<file path="config.mk">
export PLATFORM = sky130hd
export DESIGN_NAME = vga_timing_gen
export DESIGN_NICKNAME = d
export VERILOG_FILES = /design/src/rtl/vga_timing_gen.sv
export SDC_FILE = /design/constraint.sdc
export NUM_CORES = 1
export LEC_CHECK = 0
export BUFFER_PORTS_ARGS = -buffer_cell sky130_fd_sc_hd__buf_2
export CORE_AREA = 10 10 61 63
export CTS_CLUSTER_DIAMETER = 100
export CTS_CLUSTER_SIZE = 14
export DETAILED_ROUTE_END_ITERATION = 6
export DIE_AREA = 0 0 71 73
export GPL_TIMING_DRIVEN = 0
export PLACE_DENSITY = 0.81
export SKIP_LAST_GASP = 1
export SYNTH_ARGS = -nofsm -noshare
export SYNTH_HDL_FRONTEND = slang
export SYNTH_SLANG_ARGS = --single-unit
</file>
<file path="constraint.sdc">
create_clock -name clk -period 4.8 [get_ports clk]
set_input_delay 0.96 -clock clk [delete_from_list [all_inputs] [get_ports clk]]
set_output_delay 0.96 -clock clk [all_outputs]
set_load 0.02 [all_outputs]
</file>
<file path="src/rtl/vga_timing_gen.sv">
// Parametrised VGA raster timing generator: undelayed pixel coordinates plus pixel-delayed sync/blank.
// Optional frame counter is built only when VGA_FRAME_COUNT_EN is defined; otherwise frame_cnt is tied to 0.
module vga_timing_gen #(
    parameter int   HACTIVE    = 640,
    parameter int   HFP        = 16,
    parameter int   HSYN       = 96,
    parameter int   HBP        = 48,
    parameter int   VACTIVE    = 480,
    parameter int   VFP        = 10,
    parameter int   VSYN       = 2,
    parameter int   VBP        = 33,
    parameter logic HSYNC_POL  = 1'b0,
    parameter logic VSYNC_POL  = 1'b0,
    parameter int   PIPE_DEPTH = 2,
    parameter int   CW         = 10,
    parameter int   FW         = 8
) (
    input  logic          clk,
    input  logic          reset,
    input  logic          pix_en,
    output logic [CW-1:0] x,
    output logic [CW-1:0] y,
    output logic          line_start,
    output logic          frame_start,
    output logic          hsync,
    output logic          vsync,
    output logic          blank_b,
    output logic [FW-1:0] frame_cnt
);

    localparam int HTOTAL = HACTIVE + HFP + HSYN + HBP;
    localparam int VTOTAL = VACTIVE + VFP + VSYN + VBP;

    if ((HTOTAL - 1) >= (1 << CW) || (VTOTAL - 1) >= (1 << CW)) begin : g_bad_cw
        $error("vga_timing_gen: HTOTAL-1 or VTOTAL-1 does not fit in CW bits");
    end
    if (PIPE_DEPTH < 1 || PIPE_DEPTH > 8) begin : g_bad_depth
        $error("vga_timing_gen: PIPE_DEPTH must be in 1..8");
    end

    // Thresholds are one bit wider than the coordinates so HTOTAL == 2^CW cannot wrap.
    localparam logic [CW:0]   X_LAST   = (CW+1)'(HTOTAL - 1);
    localparam logic [CW:0]   X_ACT    = (CW+1)'(HACTIVE);
    localparam logic [CW:0]   X_HS_BEG = (CW+1)'(HACTIVE + HFP);
    localparam logic [CW:0]   X_HS_END = (CW+1)'(HACTIVE + HFP + HSYN);
    localparam logic [CW:0]   Y_LAST   = (CW+1)'(VTOTAL - 1);
    localparam logic [CW:0]   Y_ACT    = (CW+1)'(VACTIVE);
    localparam logic [CW:0]   Y_VS_BEG = (CW+1)'(VACTIVE + VFP);
    localparam logic [CW:0]   Y_VS_END = (CW+1)'(VACTIVE + VFP + VSYN);
    localparam logic [CW-1:0] CW_ONE   = CW'(1'b1);

    logic [CW-1:0]         x_q, x_d;
    logic [CW-1:0]         y_q, y_d;
    logic [PIPE_DEPTH-1:0] hs_pipe_q, hs_pipe_d;
    logic [PIPE_DEPTH-1:0] vs_pipe_q, vs_pipe_d;
    logic [PIPE_DEPTH-1:0] bl_pipe_q, bl_pipe_d;
    logic [CW:0]           x_ext_s, y_ext_s;
    logic                  x_last_s, y_last_s;
    logic                  hs_raw_s, vs_raw_s, bl_raw_s;

    // Raw (undelayed) sync and blank decode from the current coordinates.
    always_comb begin
        x_ext_s  = {1'b0, x_q};
        y_ext_s  = {1'b0, y_q};
        x_last_s = (x_ext_s == X_LAST);
        y_last_s = (y_ext_s == Y_LAST);
        if ((x_ext_s >= X_HS_BEG) && (x_ext_s < X_HS_END)) begin
            hs_raw_s = HSYNC_POL;
        end else begin
            hs_raw_s = ~HSYNC_POL;
        end
        if ((y_ext_s >= Y_VS_BEG) && (y_ext_s < Y_VS_END)) begin
            vs_raw_s = VSYNC_POL;
        end else begin
            vs_raw_s = ~VSYNC_POL;
        end
        bl_raw_s = (x_ext_s < X_ACT) && (y_ext_s < Y_ACT);
    end

    // Next-state for the raster counters and the pixel-clocked delay line.
    always_comb begin
        x_d       = x_q;
        y_d       = y_q;
        hs_pipe_d = hs_pipe_q;
        vs_pipe_d = vs_pipe_q;
        bl_pipe_d = bl_pipe_q;
        if (pix_en) begin
            if (x_last_s) begin
                x_d = {CW{1'b0}};
                if (y_last_s) begin
                    y_d = {CW{1'b0}};
                end else begin
                    y_d = y_q + CW_ONE;
                end
            end else begin
                x_d = x_q + CW_ONE;
                y_d = y_q;
            end
            hs_pipe_d[0] = hs_raw_s;
            vs_pipe_d[0] = vs_raw_s;
            bl_pipe_d[0] = bl_raw_s;
            for (int i = 1; i < PIPE_DEPTH; i++) begin
                hs_pipe_d[i] = hs_pipe_q[i-1];
                vs_pipe_d[i] = vs_pipe_q[i-1];
                bl_pipe_d[i] = bl_pipe_q[i-1];
            end
        end else begin
            x_d = x_q;
            y_d = y_q;
        end
    end

    // State registers; reset fills the delay line with inactive sync and blanked video.
    always_ff @(posedge clk) begin
        if (reset) begin
            x_q       <= {CW{1'b0}};
            y_q       <= {CW{1'b0}};
            hs_pipe_q <= {PIPE_DEPTH{~HSYNC_POL}};
            vs_pipe_q <= {PIPE_DEPTH{~VSYNC_POL}};
            bl_pipe_q <= {PIPE_DEPTH{1'b0}};
        end else begin
            x_q       <= x_d;
            y_q       <= y_d;
            hs_pipe_q <= hs_pipe_d;
            vs_pipe_q <= vs_pipe_d;
            bl_pipe_q <= bl_pipe_d;
        end
    end

`ifdef VGA_FRAME_COUNT_EN
    logic [FW-1:0] frame_cnt_q, frame_cnt_d;

    // Count completes on the last pixel of each frame.
    always_comb begin
        if (pix_en && x_last_s && y_last_s) begin
            frame_cnt_d = frame_cnt_q + FW'(1'b1);
        end else begin
            frame_cnt_d = frame_cnt_q;
        end
    end

    // Frame counter register.
    always_ff @(posedge clk) begin
        if (reset) begin
            frame_cnt_q <= {FW{1'b0}};
        end else begin
            frame_cnt_q <= frame_cnt_d;
        end
    end

    assign frame_cnt = frame_cnt_q;
`else
    assign frame_cnt = {FW{1'b0}};
`endif

    // Strobes are combinational so they coincide with the pixel they mark.
    assign line_start  = pix_en && (x_q == {CW{1'b0}});
    assign frame_start = line_start && (y_q == {CW{1'b0}});
    assign x           = x_q;
    assign y           = y_q;
    assign hsync       = hs_pipe_q[PIPE_DEPTH-1];
    assign vsync       = vs_pipe_q[PIPE_DEPTH-1];
    assign blank_b     = bl_pipe_q[PIPE_DEPTH-1];

endmodule

</file>
==> impl_metrics.tcl, run 1 <==
set metrics [dict create \
    outcome "completed" \
    rr_startpoint "x[0]" \
    cp_max_fo 9 \
    vias 1219 \
    drv_cap 0 \
    drt_iter0_drc 87 \
    fin_cells 225 \
    fin_util_pct 60.81 \
    dp_cells 221 \
    firstDrtPassIters 4 \
    worst_setup_path_start_kind "input port" \
    antenna_found_initial 0 \
    cts_made_buffers 3 \
    slew-limit-headroom_pct 60.38 \
    vdd_drop_max_v 0.0001704 \
    syn-cell-area_um2 1359 \
    num_antenna_cells 0 \
    clk_pin_slew_ns 0.13 \
    nNetsFinal 203 \
    gp_congestion 0.8828 \
    ys_ff_latch 26 \
    drive_above_1_share_pct 23.20 \
    viasPerCell 5.418 \
    finalCritPeriodShare_pct 62.40 \
    cts_hold_buf 0 \
    layout_commonest_cell "buf_2" \
    final-setup-viol-count 0 \
    min_from "bl_pipe_q[0]" \
    drc_errors 0 \
    slowest_stage "nor4b_1" \
    clockBufferDepth 2 \
    fin_area_um2 1590 \
    worstPathCellList "clkbuf_2, nor4b_1, and4_1, nor3b_1, buf_2" \
    r2r_slack_ns 2.64 \
    ctsRootBufferMaster "clkbuf_4" \
    crit_required_ns 3.84 \
    die_h_um 73 \
    slowest_delay_ns 0.26 \
    critPathTopFamily "simple AND/OR/NAND/NOR gates" \
    r2r_end "y[5]" \
    post_dp_cell_area_um2 1554 \
    htree_levels 1 \
    hold_viol 0 \
    cts_resized 0 \
    core_um2 2615 \
    hold_end "bl_pipe_q[0]" \
    grt_pass1_vias 1228 \
    clk-insertion-delay-late_ns 0.31 \
    yosysSeqAreaShare_pct 38.31 \
    hold_path_depth 2 \
    p_leak_uw 0.0006781 \
    mostFrequentLayoutCells "28 x buf_2, 26 x dfxtp_1, 19 x nor2_1" \
    track_usage_pct 12.10 \
    worstPathArrival_ns 2.04 \
    routedWlPerCell_um 14.47 \
    synth_warnings 0 \
    antenna_left 0 \
    area_growth_pct 17.04 \
    ioPinCount 36 \
    avgSynthCellArea_um2 8.655 \
    dp_hpwl_mm 2.560 \
    fmax_mhz 333.9 \
    clkSinkCount 26 \
    fillerInstances 233 \
    seq_area_um2 520.5 \
    multiInputGateArea_um2 759.5 \
    end_kind "primary output" \
    grt_remaining_overflow 0 \
    rows 19 \
    fin_worst_skew_ns 0.005806 \
    tightest_slew_ns 0.5889 \
    grt_max_degree 15 \
    drv_slew 0 \
    fin_setup_tns_ns 0 \
    tritoncts "done" \
    rsz0062_at_grt "false" \
    routed_wl_mm 3.256 \
    grt_pass1_wl_mm 5.361 \
    rr_worst_depth 6 \
    postCtsSetupBuffers 0 \
    io_buffer_count 26 \
    hold_path_class "flip-flop to flip-flop" \
    start_util_pct 51.96 \
    dieArea_um2 5183 \
    die_w_um 71 \
    synthCells 157 \
    synthDistinctLibCells 41 \
    path_buf_inv 2 \
    period_minus_slack_ns 2.995 \
    path_class "input port to primary output" \
    cellPowerDensity_nw_per_um2 234.5 \
]
-- power breakdown --
| group | internal, µW | switching (µW) | leakage, µW |
|---|---|---|---|
| combinational | 15.8 | 25.0 | 0.000446 |
| sequential | 219 | 3.20 | 0.000211 |
| clock | 46.3 | 63.2 | 0.0000210 |
-- stage by stage --
step,worst slack (ns),hold WS [ns],total power [µW]
finish,1.805,0.4876,372.9
global route,1.717,0.5120,388.2
CTS,1.806,0.4910,375.2
detailed placement,1.805,0.4642,268.2
global placement,1.837,0.4482,267.6
floorplan,1.631,0.4400,258.3
-- worst register-to-register path, delay by kind of cell, from the launching register on --
family                     cells  cell delay [ns]
and+or+nand+nor                3             0.75
AOI/OAI and AO/OA              1             0.49
DFF                            1             0.43
adders and majority gates      1             0.22
buffers and inverters          1             0.17
-- logic make-up after synthesis --
kind of cell | Yosys count | share of synthesized area (%)
xor gates and xnor gates | 12 | 7.735
other | 1 | 0.2760
adders and majority gates | 5 | 4.604
AOI/OAI and AO/OA | 18 | 8.563
DFF | 26 | 38.31
muxes | 3 | 2.210
buffers and inverters | 19 | 7.734
and+or+nand+nor | 73 | 30.57
-- worst max path at each step --
stage                     startpoint          end  slack, ns  cells after the start
after floorplan               pix_en  frame_start       1.63                      4
after global placement        pix_en  frame_start       1.84                      5
after detailed placement      pix_en  frame_start       1.81                      5
after CTS                     pix_en  frame_start       1.81                      5
after global routing          pix_en  frame_start       1.72                      5
final                         pix_en  frame_start       1.80                      5
-- metal layers --
metal / routed length, µm / part of all wire, % / global-route usage (%) / vias to the layer above
met3: 231 / 7.1 / 3.401 / 4
met4: 32 / 0.98 / 4.086 / 0
met2: 1643 / 50 / 22.26 / 40
met1: 1347 / 41 / 12.91 / 565
li1: - / - / - / 610
met5: 0 / 0 / 0 / -
-- layout make-up --
cell class	instances	share of cell area (%)
Buffer	13	5.193
Clock buffer	4	2.282
Inverter	6	1.416
Multi-Input combinational cell	119	47.76
Sequential cell	26	32.73
Tap cell	31	2.439
Timing Repair Buffer	26	8.183
-- flip-flops by register name, summed over array words and instances, names as in the netlist --
name       count
x             10
hs_pipe_q      2
bl_pipe_q      2
vs_pipe_q      2
y             10
-- synthesized netlist by cell type --
master | instances | area share, %
nand3_1 | 10 | 3.7
ha_1 | 5 | 4.6
a211o_1 | 2 | 1.3
nand4bb_1 | 1 | 0.83
or2_2 | 1 | 0.46
buf_4 | 8 | 4.4
xnor2_1 | 6 | 3.9
nor2_1 | 19 | 5.2
a21oi_1 | 7 | 2.6
and4_1 | 4 | 2.6
nor3_1 | 2 | 0.74
conb_1 | 1 | 0.28
or4_4 | 1 | 0.83
a21oi_2 | 1 | 0.64
nor4_1 | 4 | 1.8
clkbuf_2 | 1 | 0.37
nor3b_1 | 1 | 0.55
dfxtp_1 | 26 | 38
and3_1 | 1 | 0.46
buf_1 | 1 | 0.28
or2_4 | 1 | 0.64
nor4b_1 | 2 | 1.3
o21bai_1 | 2 | 1.1
nand4b_1 | 2 | 1.3
and2_1 | 1 | 0.46
mux2i_1 | 3 | 2.2
buf_2 | 2 | 0.74
nand3b_1 | 1 | 0.55
or2b_1 | 1 | 0.55
nand2_1 | 7 | 1.9
o21ai_0 | 3 | 1.1
a311o_1 | 1 | 0.74
clkbuf_1 | 1 | 0.28
nand2b_1 | 2 | 0.92
nor2b_1 | 3 | 1.4
nand4_1 | 4 | 1.8
or3_1 | 3 | 1.4
xor2_1 | 6 | 3.9
inv_1 | 6 | 1.7
o31ai_1 | 2 | 1.1
or4_1 | 2 | 1.1
No activity file was read; power rests on OpenSTA's default activity.
==> run 2, diff against run 1 <==
CORE_AREA = 10 10 63 65   (was 10 10 61 63)
DIE_AREA = 0 0 73 75   (was 0 0 71 73)
PLACE_DENSITY = 0.75   (was 0.81)
clock period = 2.95 ns   (was 4.8 ns; I/O delays follow)
==> run 2 against run 1 <==
Utilization decreased by 1.5 points. Via count decreased by 2.9%. Power increased by 81%. Global-route usage decreased by 0.63 points. Worst hold slack got worse by 0.0040 ns. Sequential share of layout area decreased by 0.33 points. Final cell count unchanged. Count of clock-buffer cells in the layout decreased by 1. Largest power group unchanged.
==> impl_metrics.tcl, run 2 (synthesized netlist as in run 1, its figures left out) <==
set metrics [dict create \
    switchingPower_uw 153.6 \
    clockBufferDepth 2 \
    start_util_pct 50.14 \
    fmax_mhz 420.2 \
    cts_hold_buf 0 \
    drc_errors 0 \
    grt-busiest-layer "met2" \
    mostFrequentLayoutCells "28 x buf_2, 26 x dfxtp_1, 19 x nor2_1" \
    hold_ws_ns 0.4836 \
    tritoncts "done" \
    end_kind "primary output" \
    grt_max_degree 16 \
    dieArea_um2 5475 \
    ctsRootBufferMaster "clkbuf_4" \
    core_um2 2710 \
    vdd_drop_max_v 0.0003261 \
    hold_viol 0 \
    fillerInstances 260 \
    area_growth_pct 18.23 \
    ioPinCount 36 \
    num_antenna_cells 0 \
    worst_setup_path_start_kind "flip-flop" \
    clkSinkCount 26 \
    drv_cap 0 \
    die_w_um 73 \
    power_frac_comb_pct 10.1 \
    finalCritPeriodShare_pct 80.67 \
    tightest_slew_ns 0.6023 \
    routed_wl_mm 3.252 \
    layout_commonest_cell "buf_2" \
    grtUsageMet3_pct 4.731 \
    met2_usage_pct 19.68 \
    period_minus_slack_ns 2.380 \
    outcome "completed" \
    crit_required_ns 2.36 \
    io_buffer_count 26 \
    p_seq_share_pct 53.7 \
    dp_hpwl_mm 2.531 \
    viasPerCell 5.262 \
    p_leak_uw 0.0006851 \
    routedWlPerCell_um 14.45 \
    grt_remaining_overflow 0 \
    cp_max_fo 7 \
    slew-limit-headroom_pct 59.77 \
    postCtsSetupBuffers 0 \
    final-setup-viol-count 0 \
    fin_setup_tns_ns 0 \
    track_usage_pct 11.46 \
    hold_path_class "flip-flop to flip-flop" \
    die_h_um 75 \
    grt_pass1_wl_mm 5.216 \
    met1_usage_pct 12.22 \
    clk_pin_slew_ns 0.15 \
    antenna_found_initial 0 \
    firstDrtPassIters 4 \
    nNetsFinal 203 \
    cts_made_buffers 3 \
    rows 19 \
    path_class "flip-flop to primary output" \
    p_clk_share_pct 36.2 \
    p_int_uw 520.4 \
    drive_above_1_share_pct 23.20 \
    clk-insertion-delay-late_ns 0.32 \
    rsz0062_at_grt "false" \
    gp_congestion 0.8674 \
    grt_pass1_vias 1150 \
    vias 1184 \
    swShare_pct 22.79 \
    antenna_left 0 \
    fin_worst_skew_ns 0.008022 \
    htree_levels 1 \
    drt_iter0_drc 57 \
    drv_slew 0 \
    cts_resized 0 \
    worstPathArrival_ns 1.79 \
    cellPowerDensity_nw_per_um2 419.5 \
]
## run 2: power by group through the flow
stage               Clock [µW]  Sequential (µW)  Combinational, µW
CTS                        251              362               68.4
detailed placement           0              370               68.2
global route               263              364               74.5
global placement             0              369               66.7
finish                     244              362               68.0
floorplan                    0              375               45.2
## run 2: metrics by stage
step / utilization (%) / cells / worst slack, ns / cell area (µm²) / power (µW)
4_1_cts: 59.28 / 225 / 0.5762 / 1607 / 681.7
2_1_floorplan: - / 164 / 0.5211 / 1385 / 420.3
5_1_grt: 59.28 / 225 / 0.3802 / 1607 / 701.7
3_5_place_dp: 57.34 / 221 / 0.6540 / 1554 / 438.0
6_report: 59.28 / 225 / 0.5701 / 1607 / 674.0
3_3_place_gp: 57.34 / 221 / 0.7072 / 1554 / 435.9
## run 2: final cells by class
cell class | instances | area, µm² | area share (%)
Inverter | 6 | 22.52 | 1.402
Buffer | 13 | 82.58 | 5.140
Sequential cell | 26 | 520.5 | 32.40
Tap cell | 31 | 38.79 | 2.414
Clock inverter | 1 | 30.03 | 1.869
Multi-Input combinational cell | 119 | 759.5 | 47.27
Clock buffer | 3 | 22.52 | 1.402
Timing Repair Buffer | 26 | 130.1 | 8.100
## run 2: critical path, stage by stage, from the launching register on
cell	delay [ns]
dfxtp_1	0.40
nor4_1	0.47
nand3_1	0.12
nor3b_1	0.26
buf_2	0.21
## run 2: final timing paths
kind | startpoint | endpoint | slack [ns] | cells past startpoint
worst min-delay path | bl_pipe_q[0] | bl_pipe_q[0] | 0.48 | 2
worst max register to register | x[0] | y[6] | 0.77 | 6
worst max-delay path | y[4] | frame_start | 0.57 | 4
worst min register to register | bl_pipe_q[0] | bl_pipe_q[0] | 0.48 | 2
## run 2: layer usage
metal  vias up  share of wire [%]
li1        607                  -
met1       547                 44
met2        26                 48
met3         4                7.6
met4         0               0.83
met5         -                  0
